==> src/rtl/ctr_game_pkg.sv <==
// Shared types for the counter round scheduler: FSM states and control codes.
// Build option: CTR_SCHED_FIXED_PRIO_EN (fixed player-0 priority, no pointer).
package ctr_game_pkg;

  typedef enum logic [1:0] {
    IDLE = 2'd0,
    LOAD = 2'd1,
    RUN  = 2'd2,
    DONE = 2'd3
  } state_t;

  typedef logic [1:0] ctrl_t;

  localparam ctrl_t CTRL_IDLE   = 2'b00;
  localparam ctrl_t CTRL_MODE_1 = 2'b01;
  localparam ctrl_t CTRL_MODE_2 = 2'b10;
  localparam ctrl_t CTRL_MODE_3 = 2'b11;

  localparam ctrl_t IDLE_CODE_DEF = CTRL_IDLE;

endpackage

==> src/rtl/ctr_rr_arb2.sv <==
// Two-requester arbiter; the pointer flips each time a slice completes.
// Build option: CTR_SCHED_FIXED_PRIO_EN reduces it to fixed player-0 priority.
module ctr_rr_arb2 (
  input  logic       clock,
  input  logic       reset,
  input  logic [1:0] req,
  input  logic       advance,
  output logic [1:0] pick
);

`ifdef CTR_SCHED_FIXED_PRIO_EN

  // Player 0 always wins a tie.
  always_comb begin
    pick = 2'b00;
    if (req[0])
      pick = 2'b01;
    else if (req[1])
      pick = 2'b10;
  end

`else

  logic ptr;

  // Pointer: 0 favours player 0, 1 favours player 1.
  always_ff @(posedge clock) begin
    if (reset)
      ptr <= 1'b0;
    else if (advance)
      ptr <= ~ptr;
  end

  // Sole requester wins; a tie goes to the favoured player.
  always_comb begin
    unique case (req)
      2'b11:   pick = ptr ? 2'b10 : 2'b01;
      default: pick = req;
    endcase
  end

`endif

endmodule

==> src/rtl/ctr_round_scheduler.sv <==
// Time-slices the shared counter between two players for a fixed number of rounds.
// Build option: CTR_SCHED_FIXED_PRIO_EN selects fixed priority in ctr_rr_arb2.
module ctr_round_scheduler
  import ctr_game_pkg::*;
#(
  parameter int    SLICE_CYCLES = 16,
  parameter int    INIT_CYCLES  = 2,
  parameter int    MAX_ROUNDS   = 8,
  parameter ctrl_t IDLE_CODE    = IDLE_CODE_DEF,
  localparam int   RW = $clog2(MAX_ROUNDS + 1)
) (
  input  logic          clock,
  input  logic          reset,
  input  logic [1:0]    req,
  input  logic [1:0]    req_mode_0,
  input  logic [1:0]    req_mode_1,
  input  logic [1:0]    req_load,
  input  logic [3:0]    req_value_0,
  input  logic [3:0]    req_value_1,
  output logic [1:0]    grant,
  output logic [1:0]    control,
  output logic [3:0]    initial_value,
  output logic          INIT,
  output logic          busy,
  output logic          owner,
  output logic [RW-1:0] round_count,
  output logic          game_done
);

  localparam int CMAX = (INIT_CYCLES > SLICE_CYCLES) ?
                        INIT_CYCLES : SLICE_CYCLES;
  localparam int CW = $clog2(CMAX + 1);

  localparam logic [CW-1:0] LOAD_LAST = CW'(INIT_CYCLES - 1);
  localparam logic [CW-1:0] RUN_LAST  = CW'(SLICE_CYCLES - 1);
  localparam logic [RW-1:0] LAST_RND  = RW'(MAX_ROUNDS - 1);

  state_t        state, state_n;
  logic [CW-1:0] cnt, cnt_n;
  ctrl_t         mode_q, mode_n;
  logic [3:0]    val_q, val_n;
  logic          load_n;
  logic [1:0]    pick;
  logic          advance;
  logic          take;

  logic [1:0]    grant_d;
  ctrl_t         control_d;
  logic [3:0]    iv_d;
  logic          init_d;
  logic          busy_d;
  logic          owner_d;
  logic [RW-1:0] rc_d;
  logic          done_d;

  ctr_rr_arb2 u_arb (
    .clock   (clock),
    .reset   (reset),
    .req     (req),
    .advance (advance),
    .pick    (pick)
  );

  assign take = (state == IDLE) && (|pick);

  // State, slice counter, latched request and registered outputs.
  always_ff @(posedge clock) begin
    if (reset) begin
      state         <= IDLE;
      cnt           <= '0;
      mode_q        <= IDLE_CODE;
      val_q         <= '0;
      grant         <= '0;
      control       <= IDLE_CODE;
      initial_value <= '0;
      INIT          <= 1'b0;
      busy          <= 1'b0;
      owner         <= 1'b0;
      round_count   <= '0;
      game_done     <= 1'b0;
    end else begin
      state         <= state_n;
      cnt           <= cnt_n;
      mode_q        <= mode_n;
      val_q         <= val_n;
      grant         <= grant_d;
      control       <= control_d;
      initial_value <= iv_d;
      INIT          <= init_d;
      busy          <= busy_d;
      owner         <= owner_d;
      round_count   <= rc_d;
      game_done     <= done_d;
    end
  end

  // Next state, slice timing and winner latching.
  always_comb begin
    state_n = state;
    cnt_n   = cnt;
    advance = 1'b0;
    mode_n  = mode_q;
    val_n   = val_q;
    load_n  = 1'b0;
    if (take) begin
      mode_n = pick[1] ? req_mode_1 : req_mode_0;
      val_n  = pick[1] ? req_value_1 : req_value_0;
      load_n = pick[1] ? req_load[1] : req_load[0];
    end
    unique case (state)
      IDLE: begin
        if (take) begin
          state_n = load_n ? LOAD : RUN;
          cnt_n   = '0;
        end
      end
      LOAD: begin
        if (cnt == LOAD_LAST) begin
          state_n = RUN;
          cnt_n   = '0;
        end else begin
          cnt_n = cnt + 1'b1;
        end
      end
      RUN: begin
        if (cnt == RUN_LAST) begin
          advance = 1'b1;
          cnt_n   = '0;
          state_n = (round_count == LAST_RND) ? DONE : IDLE;
        end else begin
          cnt_n = cnt + 1'b1;
        end
      end
      DONE: begin
        state_n = DONE;
      end
    endcase
  end

  // Output values for the coming cycle, derived from the next state.
  always_comb begin
    grant_d   = take ? pick : 2'b00;
    owner_d   = take ? pick[1] : owner;
    busy_d    = (state_n == LOAD) || (state_n == RUN);
    control_d = busy_d ? mode_n : IDLE_CODE;
    init_d    = (state_n == LOAD);
    iv_d      = init_d ? val_n : initial_value;
    rc_d      = advance ? round_count + 1'b1 : round_count;
    done_d    = (state_n == DONE);
  end

endmodule

==> config.mk <==
export PLATFORM = sky130hd
export DESIGN_NAME = ctr_round_scheduler
export DESIGN_NICKNAME = d
export VERILOG_FILES = /design/src/rtl/ctr_game_pkg.sv /design/src/rtl/ctr_rr_arb2.sv /design/src/rtl/ctr_round_scheduler.sv
export SDC_FILE = /design/constraint.sdc
export NUM_CORES = 1
export LEC_CHECK = 0
export CELL_PAD_IN_SITES_DETAIL_PLACEMENT = 1
export CELL_PAD_IN_SITES_GLOBAL_PLACEMENT = 2
export CORE_ASPECT_RATIO = 0.75
export CORE_MARGIN = 1.5
export CORE_UTILIZATION = 32
export CTS_CLUSTER_DIAMETER = 50
export DETAILED_ROUTE_END_ITERATION = 12
export GPL_TIMING_DRIVEN = 1
export PLACE_DENSITY_LB_ADDON = 0.1
export SYNTH_ARGS = -nofsm -noshare
export SYNTH_HDL_FRONTEND = slang
export SYNTH_SLANG_ARGS = --single-unit
==> constraint.sdc <==
create_clock -name clock -period 4.7 [get_ports clock]
set_input_delay 0.705 -clock clock [delete_from_list [all_inputs] [get_ports clock]]
set_output_delay 0.705 -clock clock [all_outputs]
set_load 0.03 [all_outputs]
==> key figures <==
Status
  • Outcome: complete, no violations

GRT
  • Total Routing Usage GR: 16.7%
  • First-pass GRT wire length: 6530 um
  • GR Util met2: approximately a quarter
  • Global route overflow: 0
  • GR peak layer: met2
  • Routing usage on met1: 22.7%
  • M3 GR Usage: under 10%
  • Vias in the first global route: 1,361
  • Initial antenna violation count: 0
  • Largest net degree at the start of global routing: 33

STA
  • Fin. Hold Viols: 0
  • Slew margin rel.: 62.7%
  • Peak Freq: 356 MHz
  • Unrepaired setup endpoints after global routing: false
  • Final Max Tran Viols: 0
  • Final Critical Period: 2.81 ns
  • Fin crit share: about three fifths
  • Setup violators final: 0
  • Setup TNS: 0 ns
  • Worst Skew: 0.00620 ns
  • Measured slew at the worst slew-check pin: 0.558 ns

Clocking
  • Sink Count: 30
  • Post-CTS Setup Repair Bufs: 0
  • Clk root buf: clkbuf_8
  • Post-CTS Hold Buffers: 0
  • CTS tree: built
  • CTS H-tree depth: 2
  • Worst-path clk slew: 0.06 ns
  • CTS Buf Count: 5
  • Skew-Pair Late Insertion Delay: 0.28 ns
  • Cells resized by post-CTS repair: 0
  • Clk buf depth: 2

Pwr
  • Sw frac: between 30% and 40%
  • Max VDD drop: 0.198 mV
  • Leak pwr: around 0.76 nW
  • Clock share of power: 30.7%
  • Reg power frac: a little under two fifths
  • Comb pwr share: between 30% and 40%
  • Pwr Density: 411 mW/mm^2
  • Int Pwr: 554 uW
  • P_sw: 273 uW

Routing
  • Via count: 1,330
  • DR pass1 iterations: 4
  • Antenna-violating nets left: 0
  • DRC viols: 0
  • WL/cell: about 15 um
  • Starting DRT DRC Count: 60
  • DR vias/cell: 5.08
  • Routed Wire Length: approximately 3900 um

Logic synthesis
  • Synth Register Bits: 30
  • Prevailing post-synth register cell: dfxtp_1
  • Syn_nets: 200
  • Distinct cell type count after synthesis: 38
  • Post-synth EDFFs: 0
  • Syn Area/Cell: 9.04 um^2
  • Async SR Flop Fraction: 0%
  • Cell Area, Synth: approximately 0.0015 mm^2
  • Post-synthesis sequential area ratio: 39.3%
  • Synth Instances: 169
  • Yosys warning count: 0

Worst setup path
  • Worst Path Arrival: 2.99 ns
  • Worst r2r src: cnt[0]
  • CP max stage delay: 0.39 ns
  • Buf+Inv Stages, Crit Path: 1
  • CP Class: reg2reg
  • CP startpoint: cnt[0]
  • FF-to-FF End: initial_value[0]
  • Crit path capture type: flip-flop
  • Required time worst endpoint: 4.88 ns
  • Slowest cell on crit path: dfxtp_1
  • Crit path max fanout: 7
  • R2R Setup Slk: 1.89 ns
  • Worst reg2reg path depth: 12
  • Cells along the critical path: ha_1 > nand3_1 > inv_1 > ha_1 > nand2_1 > nor3_1 > a211oi_2 > o22ai_1 > ha_1 > nor2b_1 > o21ai_0 > o32ai_1
  • Worst path top cell family by delay: simple AND/OR/NAND/NOR gates
  • Worst setup SP type: flip-flop
  • Top cell by count, worst path: ha_1

Finish
  • Antenna Cells: 0
  • Final instance count without filler cells: approximately 260
  • Fill count: 524
  • Nets: 235
  • Syn-to-layout area delta: 31.8%
  • Final Util: 44.5%
  • Fraction of final layout cells sized beyond drive strength 1: under 10%
  • Final instance area: 0.00201 mm^2

Place
  • Placed cells: 254
  • I/O Buffers: 33
  • Routability Congestion: 0.775
  • Hpwl dp: 2950 um
  • Placed Area: between 0.0015 and 0.002 mm^2

Floorplan
  • Initial Util: 33.8%
  • Num ports: 34
  • Die height: ~63 um
  • Row Count: 21
  • Die Width: 82.8 um
  • CORE AREA: 0.00452 mm^2
  • Die ar.: 0.00520 mm^2

Worst hold path
  • HP Class: reg2reg
  • Min-delay src: owner
  • WHS Endpoint: owner
  • WHS Path Cells: 2

Flow run
  • Max-Cap Viols: 0
-- per-layer routing --
metal	routed length (um)	vias to the layer above
met5	0	-
met3	239	4
li1	-	671
met4	27	0
met1	1960	621
met2	1700	34
-- how the worst max path moves through the flow --
| stage | endpoint | slack, ns | cells past startpoint |
|---|---|---|---|
| after floorplan | initial_value[0] | 2.37 | 12 |
| after global placement | initial_value[3] | 1.81 | 9 |
| after detailed placement | initial_value[0] | 1.62 | 9 |
| after CTS | initial_value[0] | 1.86 | 12 |
| after global routing | initial_value[0] | 1.52 | 12 |
| final | initial_value[0] | 1.89 | 12 |
-- metrics by stage --
| step | total power [mW] | hold slack [ns] | setup WS, ns |
|---|---|---|---|
| after floorplan | 0.484 | 0.462 | 2.37 |
| after global placement | 0.573 | 0.440 | 1.81 |
| after detailed placement | 0.580 | 0.454 | 1.62 |
| after CTS | 0.839 | 0.463 | 1.86 |
| after global routing | 0.881 | 0.509 | 1.52 |
| final | 0.828 | 0.458 | 1.89 |
-- cell usage in the layout, fill, tap and decap left out, types with 5 or more instances in the layout --
cell type,count
clkdlybuf4s50_1,33
dfxtp_1,30
nand2_1,13
nor2_1,13
ha_1,13
inv_1,12
nand3_1,9
o21ai_0,8
nor3_1,7
a21oi_1,7
a211oi_1,6
o32ai_1,5
clkbuf_8,5
-- Yosys cell counts, types with 2 or more instances --
cell type | count | share of area (%)
dfxtp_1 | 30 | 39
ha_1 | 13 | 11
nand2_1 | 13 | 3.2
nor2_1 | 13 | 3.2
inv_1 | 12 | 2.9
nand3_1 | 9 | 2.9
o21ai_0 | 8 | 2.6
a21oi_1 | 7 | 2.3
nor3_1 | 7 | 2.3
a211oi_1 | 6 | 2.9
o32ai_1 | 5 | 2.9
and3_2 | 4 | 2.0
nand3b_1 | 4 | 2.0
buf_2 | 3 | 0.98
nor2b_1 | 3 | 1.2
xor2_1 | 3 | 1.7
a2111oi_2 | 2 | 2.0
a31oi_1 | 2 | 0.82
clkbuf_1 | 2 | 0.49
mux2i_1 | 2 | 1.3
nand4b_1 | 2 | 1.1
o21a_1 | 2 | 0.98
o22ai_1 | 2 | 0.82
-- sequential cells by signal, summed over array words and instances, names as in the netlist --
name,flops
control,2
INIT,1
initial_value,4
val_q,4
busy,1
u_arb.ptr,1
grant,2
game_done,1
round_count,4
owner,1
mode_q,2
cnt,5
state,2
-- area by class of cell --
| class | instances | area [um^2] | share of cell area (%) |
|---|---|---|---|
| Multi-Input combinational cell | 121 | 852 | 42.3 |
| Sequential cell | 30 | 601 | 29.8 |
| Timing Repair Buffer | 34 | 338 | 16.8 |
| Clock buffer | 7 | 76.3 | 3.79 |
| Tap cell | 57 | 71.3 | 3.54 |
| Inverter | 12 | 45.0 | 2.24 |
| Clock inverter | 1 | 30.0 | 1.49 |
-- power groups by stage --
stage               sequential (mW)  combinational (mW)  clock [mW]
floorplan                     0.349               0.136           0
global placement              0.312               0.261           0
detailed placement            0.315               0.266           0
CTS                           0.309               0.268       0.262
global route                  0.313               0.290       0.278
finish                        0.309               0.264       0.254
-- worst register-to-register path, cell delays in order (launching register included) --
cell      delay [ns]
dfxtp_1         0.39
ha_1            0.21
nand3_1         0.13
inv_1           0.08
ha_1            0.27
nand2_1         0.20
nor3_1          0.23
a211oi_2        0.08
o22ai_1         0.30
ha_1            0.31
nor2b_1         0.24
o21ai_0         0.13
o32ai_1         0.13
-- cell families after synthesis --
logic type               count (synthesis)  synth area share [%]
flip-flops                              30                  39.3
AO/OA/AOI/OAI                           41                  19.4
XOR/XNOR                                 3                  1.72
multiplexers                             2                  1.31
buffers and inverters                   18                  4.91
AND/OR/NAND/NOR                         62                  22.7
adder cells (fa/ha/maj)                 13                  10.6
Power figures use the tool's default switching activity.
